[src/rtl/led_status_scan_if.sv]
// Debug-nibble and display bus for led_status_scan.
// master: the side that drives the controller nibbles and watches the display.
// slave : the scanner, which consumes the nibbles and drives an/seg/dp.
interface led_status_scan_if;
    logic [3:0] state;
    logic [3:0] insn_type;
    logic [3:0] insn_code;
    logic [3:0] insn_stage;
    logic [3:0] an;
    logic [6:0] seg;
    logic       dp;

    modport master (
        output state, insn_type, insn_code, insn_stage,
        input  an, seg, dp
    );

    modport slave (
        input  state, insn_type, insn_code, insn_stage,
        output an, seg, dp
    );
endinterface

[src/rtl/led_status_scan.sv]
// led_status_scan: time-multiplexes four controller debug nibbles onto a
// 4-digit 7-segment display. Digit 0 = state, 1 = insn_stage, 2 = insn_code,
// 3 = insn_type. Inputs are sampled once per frame (at the digit-3 to digit-0
// wrap), so a lit digit never changes. Each digit slot ends with a one-cycle
// blank to suppress ghosting. All display outputs are registered.
//
// Optional macro LED_SCAN_RETIRE_CNT_EN: counts retired instructions
// (insn_stage going nonzero -> 0), shows retire_cnt[3:0] on digit 0 and
// lights dp on digit 0 when the snapped retire_cnt[4] is set.
module led_status_scan #(
    parameter int SCAN_DIV   = 50000,  // clk cycles per digit slot, 2..65535
    parameter bit ACTIVE_LOW = 1'b1    // 1: an/seg/dp active-low
) (
    input  logic               clk,
    input  logic               rst,
    led_status_scan_if.slave   bus
);

    localparam logic [15:0] DIV_MAX  = 16'(SCAN_DIV - 1);
    localparam logic [3:0]  AN_MASK  = {4{ACTIVE_LOW}};
    localparam logic [6:0]  SEG_MASK = {7{ACTIVE_LOW}};
    localparam logic        DP_OFF   = ACTIVE_LOW;

    // Active-high segment code {g,f,e,d,c,b,a} for one hex digit.
    function automatic logic [6:0] hex7(input logic [3:0] v);
        logic [6:0] s;
        case (v)
            4'h0: s = 7'h3F;
            4'h1: s = 7'h06;
            4'h2: s = 7'h5B;
            4'h3: s = 7'h4F;
            4'h4: s = 7'h66;
            4'h5: s = 7'h6D;
            4'h6: s = 7'h7D;
            4'h7: s = 7'h07;
            4'h8: s = 7'h7F;
            4'h9: s = 7'h6F;
            4'hA: s = 7'h77;
            4'hB: s = 7'h7C;
            4'hC: s = 7'h39;
            4'hD: s = 7'h5E;
            4'hE: s = 7'h79;
            default: s = 7'h71;
        endcase
        return s;
    endfunction

    logic [15:0]      div_cnt_q, div_cnt_d;
    logic [1:0]       idx_q, idx_d;
    logic             blank_q, blank_d;
    logic [3:0][3:0]  snap_q, snap_d;
    logic [3:0]       an_q, an_d;
    logic [6:0]       seg_q, seg_d;
    logic             dp_q, dp_d;
    logic             tick;
    logic [3:0]       digit0_src;

`ifdef LED_SCAN_RETIRE_CNT_EN
    logic [7:0]       retire_cnt_q, retire_cnt_d;
    logic [3:0]       stage_prev_q;
    logic             snap_dp_q, snap_dp_d;

    // Retire counter: one count per insn_stage transition from nonzero to zero.
    always_comb begin
        retire_cnt_d = retire_cnt_q;
        if ((stage_prev_q != 4'd0) && (bus.insn_stage == 4'd0)) begin
            retire_cnt_d = retire_cnt_q + 8'd1;
        end
    end

    // Retire counter and previous-stage registers.
    always_ff @(posedge clk or posedge rst) begin
        if (rst) begin
            retire_cnt_q <= 8'd0;
            stage_prev_q <= 4'd0;
            snap_dp_q    <= 1'b0;
        end else begin
            retire_cnt_q <= retire_cnt_d;
            stage_prev_q <= bus.insn_stage;
            snap_dp_q    <= snap_dp_d;
        end
    end

    assign digit0_src = retire_cnt_q[3:0];
`else
    assign digit0_src = bus.state;
`endif

    // Prescaler, digit index, blank slot and frame snapshot next-state.
    always_comb begin
        tick      = (div_cnt_q == DIV_MAX);
        div_cnt_d = div_cnt_q + 16'd1;
        idx_d     = idx_q;
        blank_d   = 1'b0;
        snap_d    = snap_q;
`ifdef LED_SCAN_RETIRE_CNT_EN
        snap_dp_d = snap_dp_q;
`endif
        if (tick) begin
            div_cnt_d = 16'd0;
            idx_d     = idx_q + 2'd1;
            blank_d   = 1'b1;
            if (idx_q == 2'd3) begin
                snap_d[0] = digit0_src;
                snap_d[1] = bus.insn_stage;
                snap_d[2] = bus.insn_code;
                snap_d[3] = bus.insn_type;
`ifdef LED_SCAN_RETIRE_CNT_EN
                snap_dp_d = retire_cnt_q[4];
`endif
            end
        end
    end

    // Display output next-state from the current blank, idx and snapshot.
    always_comb begin
        an_d  = AN_MASK;
        seg_d = SEG_MASK;
        dp_d  = DP_OFF;
        if (!blank_q) begin
            an_d  = (4'b0001 << idx_q) ^ AN_MASK;
            seg_d = hex7(snap_q[idx_q]) ^ SEG_MASK;
`ifdef LED_SCAN_RETIRE_CNT_EN
            if ((idx_q == 2'd0) && snap_dp_q) begin
                dp_d = ~DP_OFF;
            end
`endif
        end
    end

    // Scan state and registered display outputs; reset forces display off.
    always_ff @(posedge clk or posedge rst) begin
        if (rst) begin
            div_cnt_q <= 16'd0;
            idx_q     <= 2'd0;
            blank_q   <= 1'b0;
            snap_q    <= '0;
            an_q      <= AN_MASK;
            seg_q     <= SEG_MASK;
            dp_q      <= DP_OFF;
        end else begin
            div_cnt_q <= div_cnt_d;
            idx_q     <= idx_d;
            blank_q   <= blank_d;
            snap_q    <= snap_d;
            an_q      <= an_d;
            seg_q     <= seg_d;
            dp_q      <= dp_d;
        end
    end

    assign bus.an  = an_q;
    assign bus.seg = seg_q;
    assign bus.dp  = dp_q;

endmodule

[src/flat_wrapper.sv]
// flat-port wrapper written by rule: the top's interface ports become plain ports
module led_status_scan_flat 
#(
    parameter int SCAN_DIV   = 50000,                                        
    parameter bit ACTIVE_LOW = 1'b1                              
)
  (clk, rst, bus_state, bus_insn_type, bus_insn_code, bus_insn_stage, bus_an, bus_seg, bus_dp);
  led_status_scan_if bus_i ();
  input  logic clk;
  input  logic rst;
  input wire logic [$bits(bus_i.state)-1:0] bus_state;
  input wire logic [$bits(bus_i.insn_type)-1:0] bus_insn_type;
  input wire logic [$bits(bus_i.insn_code)-1:0] bus_insn_code;
  input wire logic [$bits(bus_i.insn_stage)-1:0] bus_insn_stage;
  output wire logic [$bits(bus_i.an)-1:0] bus_an;
  output wire logic [$bits(bus_i.seg)-1:0] bus_seg;
  output wire logic [$bits(bus_i.dp)-1:0] bus_dp;
  assign bus_i.state = bus_state;
  assign bus_i.insn_type = bus_insn_type;
  assign bus_i.insn_code = bus_insn_code;
  assign bus_i.insn_stage = bus_insn_stage;
  assign bus_an = bus_i.an;
  assign bus_seg = bus_i.seg;
  assign bus_dp = bus_i.dp;
  led_status_scan #(.SCAN_DIV(SCAN_DIV), .ACTIVE_LOW(ACTIVE_LOW)) u_core (.clk(clk), .rst(rst), .bus(bus_i));
endmodule
[config.mk]
export PLATFORM = sky130hd
export DESIGN_NAME = led_status_scan_flat
export DESIGN_NICKNAME = d
export VERILOG_FILES = /design/src/rtl/led_status_scan_if.sv /design/src/rtl/led_status_scan.sv /design/src/flat_wrapper.sv
export SDC_FILE = /design/constraint.sdc
export NUM_CORES = 1
export LEC_CHECK = 0
export ABC_AREA = 1
export BUFFER_PORTS_ARGS = -buffer_cell sky130_fd_sc_hd__buf_2
export CORE_UTILIZATION = 45
export CTS_CLUSTER_SIZE = 16
export DETAILED_ROUTE_END_ITERATION = 12
export GPL_ROUTABILITY_DRIVEN = 0
export GPL_TIMING_DRIVEN = 0
export PLACE_DENSITY = 0.77
export SYNTH_ARGS = -nofsm -noshare
export SYNTH_HDL_FRONTEND = slang
export SYNTH_SLANG_ARGS = --single-unit
[constraint.sdc]
create_clock -name clk -period 1.6 [get_ports clk]
set_input_delay 0.16 -clock clk [delete_from_list [all_inputs] [get_ports clk]]
set_output_delay 0.16 -clock clk [all_outputs]
set_load 0.05 [all_outputs]
# [After elaboration in Yosys (flattened, before gate mapping)]
# Memory sizes are Yosys's and may differ from the RTL's.
# Index checks and enable logic that the tools add are counted.
[word_totals] input_bits=18 mem_count=1 register_bits=46 romBits=112 elab_cells=26 out_inout_bits=12
[memory_table] memory="(name not given)" depth=16 width=7 read_ports=1 rd_ports_with_merged_regs=0 write_ports=0 line_no="led_status_scan.sv:27" text="case (v)"
[classes] reduce_logical=1 n_addsub=2 n_shift=1 mux=7 n_lt_le_gt_ge=1 bitwise_logic=2 n_eq_ne=2
[op_table] operator="adder 16 x 1 -> 16 bit (second input constant)" count=1
[op_table] operator="== test 16 bit (second input constant)" count=1
[op_table] operator="two-way mux 16 bit" count=1
[op_table] operator="two-way mux 7 bit" count=2
[op_table] operator="binary-select mux 4 bit (select 2 bit)" count=1
[op_table] operator="two-way mux 4 bit" count=2
[op_table] operator="inverter 7 bit" count=1
[op_table] operator="inverter 4 bit" count=1
[op_table] operator="left shift 1 x 2 -> 4 bit (first input constant)" count=1
[op_table] operator="< comparator 2 x 3 -> 1 bit (second input constant)" count=1
[op_table] operator="adder 2 x 1 -> 2 bit (second input constant)" count=1
[op_table] operator="== test 2 bit (second input constant)" count=1
[op_table] operator="AND reduction 2 bit" count=1
[op_table] operator="two-way mux 1 bit" count=1

# [Logic depth before layout (Yosys ltp)]
# Gate-level depths: netlist of run 1.
# An unclocked memory read counts as a cell.
[depth] ltp_word=6 mapped_depth=11 depth_no_buf=10

# [Worst setup path before layout of run 1]
# Ideal clock, no wire load.
[synth_timing] path_type="reg-to-reg" startpoint="register u_core.idx_q[0]" endpoint="register u_core.seg_q[5] (netlist: u_core.bus.seg[5])" synth_period_minus_slack_ns=1.553 stages_incl_launch_ff=12 arrival_ns=1.493 path_slack_ns=0.047 path_buffers=1 required_ns=1.540 cell_sequence="dfrtp_1 buf_2 inv_2 nand2_1 nand3_1 nand2_1 inv_1 ha_1 nand3_1 nor2_1 nor2_1 nand2_1"
[synth_via] elab_chain_cells=6
[synth_lines] element="start: declaration" line_no="led_status_scan.sv:49" text="logic [1:0] idx_q, idx_d;"
[synth_lines] element="start signal: assignment" line_no="led_status_scan.sv:143" text="idx_q <= idx_d;"
[synth_lines] element="binary-select mux 4 bit (select 2 bit)" line_no="led_status_scan.sv:122" text="seg_d = hex7(snap_q[idx_q]) ^ SEG_MASK;"
[synth_lines] element="two-way mux 4 bit (implied by the code)" line_no="led_status_scan.sv:122"
[synth_lines] element="memory read (16 x 7 bit)"
[synth_lines] element="two-way mux 7 bit" line_no="led_status_scan.sv:120" text="if (!blank_q) begin"
[synth_lines] element="inverter 7 bit (no line)"
[synth_lines] element="two-way mux 7 bit" line_no="led_status_scan.sv:120"
[synth_lines] element="via u_core.seg_d[5]" line_no="led_status_scan.sv:53" text="logic [6:0] seg_q, seg_d;"
[synth_lines] element="end signal: assignment" line_no="led_status_scan.sv:147" text="seg_q <= seg_d;"
[synth_lines] element="end: declaration" line_no="led_status_scan.sv:53"
# The timed path passes the listed nets, and every way through them passes these cells. The select of a mux whose other input is x is not followed.
# A chain may end at the register's enable or synchronous reset.

# [Worst setup path after layout of run 1]
[layout_timing] startpoint="register u_core.idx_q[0]" endpoint="register u_core.seg_q[1] (netlist: u_core.bus.seg[1])"
# The elaborated chain is that of the path after synthesis.

==> metrics.md, run 1 <==
| Metric | Value |
|---|---|
| Slowest stage delay, CP | `0.37 ns` |
| Post-Syn Instances | `about 300` |
| Dpl cell area | `about 2700 sq um` |
| Mapped Area | `approximately 2500 sq um` |
| Final HPWL DP | `between 3000 and 4000 um` |
| I/O Pins | `30` |
| CP Class | `reg2reg` |
| Total negative slack | `0 ns` |
| Nets | `approximately 380` |
| Row cnt | `26` |
| Via count | `around 2100` |
| DRT Pass-1 Iters | `4` |
| Crit-path max FO | `9` |
| Critical-path top delay cell | `dfrtp_1` |
| Final Hold Viols | `0` |
| Antenna violations before repair | `0` |
| WL/cell | `between 10 and 15 um` |
| Residual DRC | `0` |
| Power per cell area | `685 nW/um^2` |
| Tcrit/Tclk final | `roughly 99%` |
| Final core occ | `between 50% and 60%` |
| Hold Path Class | `in2reg` |
| GRT Total Usage | `19.0%` |
| Area of the die | `~5800 sq um` |
| Number of buffers added on ports | `28` |
| Final ANT Viol Nets | `0` |
| Htree depth | `2` |
| Critical path cell sequence | `buf_6 -> clkinv_8 -> nand2_1 -> nand3_1 -> nand2_4 -> ha_4 -> nand3_2 -> nor2_1 -> nor2_1 -> nand2_1` |
| Area Overhead vs Synth | `24.3%` |
| Delay-heaviest family, CP | `simple AND/OR/NAND/NOR gates` |
| Pre-CTS setup slack | `-0.251 ns` |
| Ranking of synthesized cells by area | `dfrtp_1 (36%), nand2_1 (15%), dfstp_2 (12%)` |
| Sinks on Clock Net | `46` |
| Clk slew on worst S/H paths | `0.09 ns` |
| Mean Syn Cell Area | `roughly 8.1 sq um` |
| Synth area leader | `dfrtp_1` |
| Largest net degree at the start of global routing | `35` |
| MaxCap Viol Count | `0` |
| Initial Util | `roughly 47%` |
| Setup crit start kind | `flop` |
| Share of layout cells above drive strength 1 | `a little under a third` |
| Critical path data arrival time | `approximately 1.8 ns` |
| Reg2reg setup slack | `between 0.01 and 0.015 ns` |
| Routed Wire Length | `5160 um` |
| Core area | `just over 5000 sq um` |
| Root Buffer | `clkbuf_8` |
| Post-route design area | `just over 3000 sq um` |
| Critical Path Sink Type | `flop` |
| Sequential fraction of the synthesis area | `47.5%` |
| Clk buf depth | `2` |
| Setup Skew | `0.0112 ns` |
| Iter 0 DRT Violations | `between 100 and 150` |
| Pins over their slew limit | `0` |
| Fin crit period | `roughly 1.6 ns` |
| CP bufs+invs | `2` |
| Outcome | `finished, final reports clean` |
| Syn. warnings | `0` |
| Fin cells | `425` |
| Final setup violating endpoints | `0` |
| Seq cells post-synth | `46` |
| Final Worst Setup Slack | `0.0137 ns` |
| Vias in the first global route | `approximately 1800` |
| CTS Buf Count | `5` |
| Synth top area share | `35.7%` |
| Max VDD drop | `just over 400 uV` |
| Placed cells | `around 400` |
| TritonCTS clock tree | `yes` |
| Chip Height | `approximately 76 um` |
| Via/cell ratio | `4.97` |
| Clock Latency Late Sink | `about 0.30 ns` |
| Diodes inserted | `0` |
| GR Overflow Total | `0` |
| Die Width | `about 76 um` |
| Syn_nets | `333` |
| Synth unique cells | `27` |
| First-pass GRT wire length | `8160 um` |
| Lkg Pwr | `approximately 0.0015 uW` |
| WP data required | `between 1.5 and 2 ns` |
| Max Freq | `~630 MHz` |
power breakdown:
| part | internal (uW) | switching (uW) |
|---|---|---|
| clock | 467 | 405 |
| sequential | 1160 | 0 |
| combinational | 22.7 | 33.9 |
| total | 1650 | 439 |
synthesized netlist by cell type:
cell / instances
inv_2: 9
buf_4: 3
nand4_1: 19
nand3b_1: 1
nand3_1: 32
nand2_2: 4
nor2_4: 1
a21oi_1: 2
buf_2: 2
nor3_1: 3
nand4_2: 1
nor2_1: 31
xnor2_1: 1
o21ai_0: 3
xor2_1: 4
nand3_4: 1
buf_6: 1
inv_1: 25
clkbuf_1: 1
ha_1: 11
nor2_8: 1
conb_1: 1
o21ai_1: 2
dfrtp_1: 35
nand2_1: 96
dfstp_2: 11
nand3_2: 3
metal layers:
metal	GRT usage [%]	share of wire, %	up-vias
met5	0	0	-
met4	7.00	1.2	0
met3	3.17	3.0	4
met2	29.9	47	38
met1	26.4	49	998
li1	-	-	1074
stage by stage:
step / power (uW) / hold WS [ns]
after floorplan: 1210 / 0.312
after global placement: 1240 / 0.417
after detailed placement: 1240 / 0.113
after CTS: 2110 / 0.0995
after global routing: 2160 / 0.115
final: 2090 / 0.100
flip-flops by register name (all words and copies together) (netlist names):
name,count
u_core.div_cnt_q,16
u_core.idx_q,2
u_core.blank_q,1
u_core.bus.an,4
u_core.snap_q,16
u_core.bus.seg,7
final timing paths:
check | from | end | cells after the start
worst max-delay path | u_core.idx_q[0]$_DFFE_PP0N_ | u_core.bus.seg[1]$_DFF_PP1_ | 10
worst min-delay path | bus_insn_type[1] | u_core.snap_q[13]$_DFFE_PP0P_ | 3
worst max register to register | u_core.idx_q[0]$_DFFE_PP0N_ | u_core.bus.seg[1]$_DFF_PP1_ | 10
worst min register to register | u_core.div_cnt_q[0]$_DFF_PP0_ | u_core.div_cnt_q[0]$_DFF_PP0_ | 1
max in group asynchronous | rst | u_core.bus.an[0]$_DFF_PP1_ | 4
min in group asynchronous | rst | u_core.snap_q[6]$_DFFE_PP0P_ | 3
kinds of logic (layout without fill, tap and decap cells):
kind of cell / after synthesis / count (layout) / share of synthesized area, %
compound gates: 7 / 7 / 1.43
fa+ha+maj: 11 / 11 / 5.61
buf+inv: 41 / 92 / 7.14
other cells: 1 / 1 / 0.153
flops: 46 / 46 / 47.5
simple gates: 193 / 193 / 36.4
xor+xnor: 5 / 5 / 1.78
worst register-to-register path, cell delays in order, from the launching register on:
cell and delay, ns:
dfrtp_1 0.37, buf_6 0.16, clkinv_8 0.08, nand2_1 0.07, nand3_1 0.12, nand2_4 0.18
ha_4 0.22, nand3_2 0.09, nor2_1 0.05, nor2_1 0.11, nand2_1 0.07
area by class of cell:
type	instances	area [sq um]
buffer	6	50.0
fill	440	2120
multi-input combinational	217	1220
clock buffer	6	72.6
timing repair buffer	44	275
inverter	34	145
clock inverter	2	37.5
sequential	46	1170
tap	70	87.6
placed cells by master, fill, tap and decap left out, types with 2 or more instances in the layout:
| master | n |
|---|---|
| clkbuf_8 | 5 |
| nand2_2 | 4 |
| ha_1 | 6 |
| dfstp_2 | 11 |
| buf_6 | 2 |
| nand3_1 | 23 |
| inv_2 | 9 |
| inv_1 | 22 |
| nor2_1 | 31 |
| nand2_4 | 2 |
| buf_2 | 29 |
| nand3_2 | 12 |
| o21ai_0 | 3 |
| dfrtp_1 | 34 |
| buf_4 | 17 |
| xor2_1 | 4 |
| ha_4 | 3 |
| nor3_1 | 3 |
| a21oi_1 | 2 |
| nand2_1 | 94 |
| nand4_1 | 19 |
| inv_4 | 2 |
| o21ai_1 | 2 |
| ha_2 | 2 |
timing repair:
item,CTS,global route
hold endpoints to repair,2,0
hold buffers,1,0
resized for setup,8,23
setup buffers,4,10
pin swaps,3,6
setup endpoints to repair,19,25
Note: power is estimated with default switching activity, not from simulation.
==> inputs of run 2 (changes only) <==
--- a/config.mk
+++ b/config.mk
@@ -13,6 +13,7 @@
 export GPL_ROUTABILITY_DRIVEN = 0
 export GPL_TIMING_DRIVEN = 0
 export PLACE_DENSITY = 0.77
+export REMOVE_ABC_BUFFERS = 1
 export SYNTH_ARGS = -nofsm -noshare
 export SYNTH_HDL_FRONTEND = slang
 export SYNTH_SLANG_ARGS = --single-unit
==> run 2 against run 1 <==
- via count is 0.43% lower
- maximum frequency is 2.3% higher
- design area is 4.2% lower
- hold slack better by 0.0020 ns
- utilization is 2.5 points lower
- combinational power is 4.8% lower
==> metrics.md, run 2 (synthesis results as in run 1) <==
| Metric | Value |
|---|---|
| Pre-CTS setup slack | `-0.284 ns (-0.0332 ns)` |
| Iter 0 DRT Violations | `89 (-20%)` |
| I/O Pins | `30 (unchanged)` |
| Power per cell area | `665 nW/um^2 (-2.9%)` |
| Row cnt | `26 (unchanged)` |
| Share of layout cells above drive strength 1 | `26.9% (-3.3 points)` |
| Antenna violations before repair | `0 (unchanged)` |
| Fin crit period | `1.55 ns (-0.0350 ns)` |
| Pins over their slew limit | `0 (unchanged)` |
| Hold Path Class | `in2reg` |
| Clock Latency Late Sink | `0.30 ns (about the same)` |
| Vias in the first global route | `1816 (+1.5%)` |
| Max VDD drop | `342 uV (-15%)` |
| CTS Buf Count | `5 (unchanged)` |
| Final Worst Setup Slack | `0.0487 ns (+0.0350 ns)` |
| Area Overhead vs Synth | `19.1%` |
| Crit-path max FO | `8 (-1)` |
| Root Buffer | `clkbuf_8` |
| First-pass GRT wire length | `7960 um (-2.5%)` |
| Final HPWL DP | `3370 um (-1.6%)` |
| Diodes inserted | `0 (unchanged)` |
| Routed Wire Length | `4970 um (-3.7%)` |
| Tcrit/Tclk final | `97.0% (-2.2 points)` |
| Initial Util | `47.5% (unchanged)` |
| Critical path data arrival time | `1.78 ns (-0.04 ns)` |
| Final ANT Viol Nets | `0 (unchanged)` |
| Most frequent cells in the layout | `nand2_1 (94), dfrtp_1 (33), nor2_1 (31)` |
| Max Freq | `645 MHz (+2.3%)` |
| Final Power | `1950 uW (-7.0%)` |
| Area of the die | `5750 sq um (unchanged)` |
| Htree depth | `2 (unchanged)` |
| WP data required | `1.82 ns (about the same)` |
| Clk buf depth | `2 (unchanged)` |
| MaxCap Viol Count | `0 (unchanged)` |
| Commonest non-fill, non-tap cell in the layout | `nand2_1` |
| Via count | `2105 (-0.43%)` |
| GRT Total Usage | `18.6% (-0.39 points)` |
| TritonCTS clock tree | `yes` |
| Final Hold Viols | `0 (unchanged)` |
| GR Overflow Total | `0 (unchanged)` |
| Setup crit start kind | `flop` |
| Largest net degree at the start of global routing | `32 (-8.6%)` |
| Sinks on Clock Net | `46 (unchanged)` |
| Lkg Pwr | `0.00149 uW (-2.7%)` |
| Via/cell ratio | `5.01 (+0.76%)` |
| DRT Pass-1 Iters | `4 (unchanged)` |
| Clk slew on worst S/H paths | `0.09 ns (about the same)` |
| Die Width | `75.9 um (unchanged)` |
| Number of buffers added on ports | `28 (unchanged)` |
| CP Class | `reg2reg` |
| Nets | `378 (-1.3%)` |
| Setup Skew | `0.0110 ns (-0.000235 ns)` |
| Chip Height | `75.9 um (unchanged)` |
| Final setup violating endpoints | `0 (unchanged)` |
| Critical Path Sink Type | `flop` |
| Outcome | `finished, final reports clean` |
| Core area | `5170 sq um (unchanged)` |
| Residual DRC | `0 (unchanged)` |
| WL/cell | `11.8 um (-2.5%)` |
==> run 2: what timing repair did <==
action,in CTS,in global routing
hold buffers,1,0
cloned,0,0
pin swaps,1,3
gates resized for setup,7,10
setup buffers,7,8
endpoints found under the setup margin,35,21
endpoints found under the hold margin,15,0
==> run 2: metal layers <==
layer | GRT usage, % | wire length [um] | share of wire [%]
met4 | 9.67 | 97 | 2.0
met1 | 23.7 | 2180 | 44
met5 | 0 | 0 | 0
met2 | 30.1 | 2510 | 50
met3 | 3.57 | 188 | 3.8
==> run 2: final cells by class <==
cell class / count / area [sq um]
clock buffer: 7 / 86.3
clock inverter: 1 / 5.00
fill: 453 / 2250
inverter: 34 / 133
multi-input combinational: 217 / 1160
sequential: 46 / 1170
tap: 70 / 87.6
timing repair buffer: 45 / 283
==> run 2: stage by stage <==
step | area, sq um | setup TNS [ns] | std cells | hold slack (ns) | util [%]
detailed placement | 2660 | -6.01 | 396 | 0.156 | 51.3
floorplan | 2410 | 0 | 297 | 0.312 | -
finish | 2920 | 0 | 420 | 0.102 | 56.5
CTS | 2820 | 0 | 412 | 0.0975 | 54.6
global route | 2920 | -0.180 | 420 | 0.108 | 56.5
global placement | 2640 | -12.74 | 395 | 0.417 | 50.9
==> run 2: final timing paths <==
check	end	slack [ns]	depth (start not counted)	from
worst max-delay path	u_core.bus.seg[1]$_DFF_PP1_	0.05	9	u_core.idx_q[0]$_DFFE_PP0N_
worst min-delay path	u_core.snap_q[6]$_DFFE_PP0P_	0.10	3	bus_insn_stage[2]
worst max register to register	u_core.bus.seg[1]$_DFF_PP1_	0.05	9	u_core.idx_q[0]$_DFFE_PP0N_
worst min register to register	u_core.div_cnt_q[0]$_DFF_PP0_	0.46	1	u_core.div_cnt_q[0]$_DFF_PP0_
max in group asynchronous	u_core.bus.seg[6]$_DFF_PP1_	0.68	4	rst
min in group asynchronous	u_core.div_cnt_q[14]$_DFF_PP0_	0.37	3	rst
==> run 2: power by group <==
part	switching [uW]	total (uW)	internal, uW
clock network	379	728	349
registers	0	1160	1160
logic	33.0	53.9	21.0
==> run 2: critical path, cell delays in order, from the launching register on <==
cell and delay (ns):
dfrtp_2 0.46, clkinv_4 0.12, nand2_1 0.08, nand3_1 0.13, nand2_4 0.15, ha_1 0.24
nand3_1 0.11, nor2_1 0.05, nor2_1 0.08, nand2_1 0.06
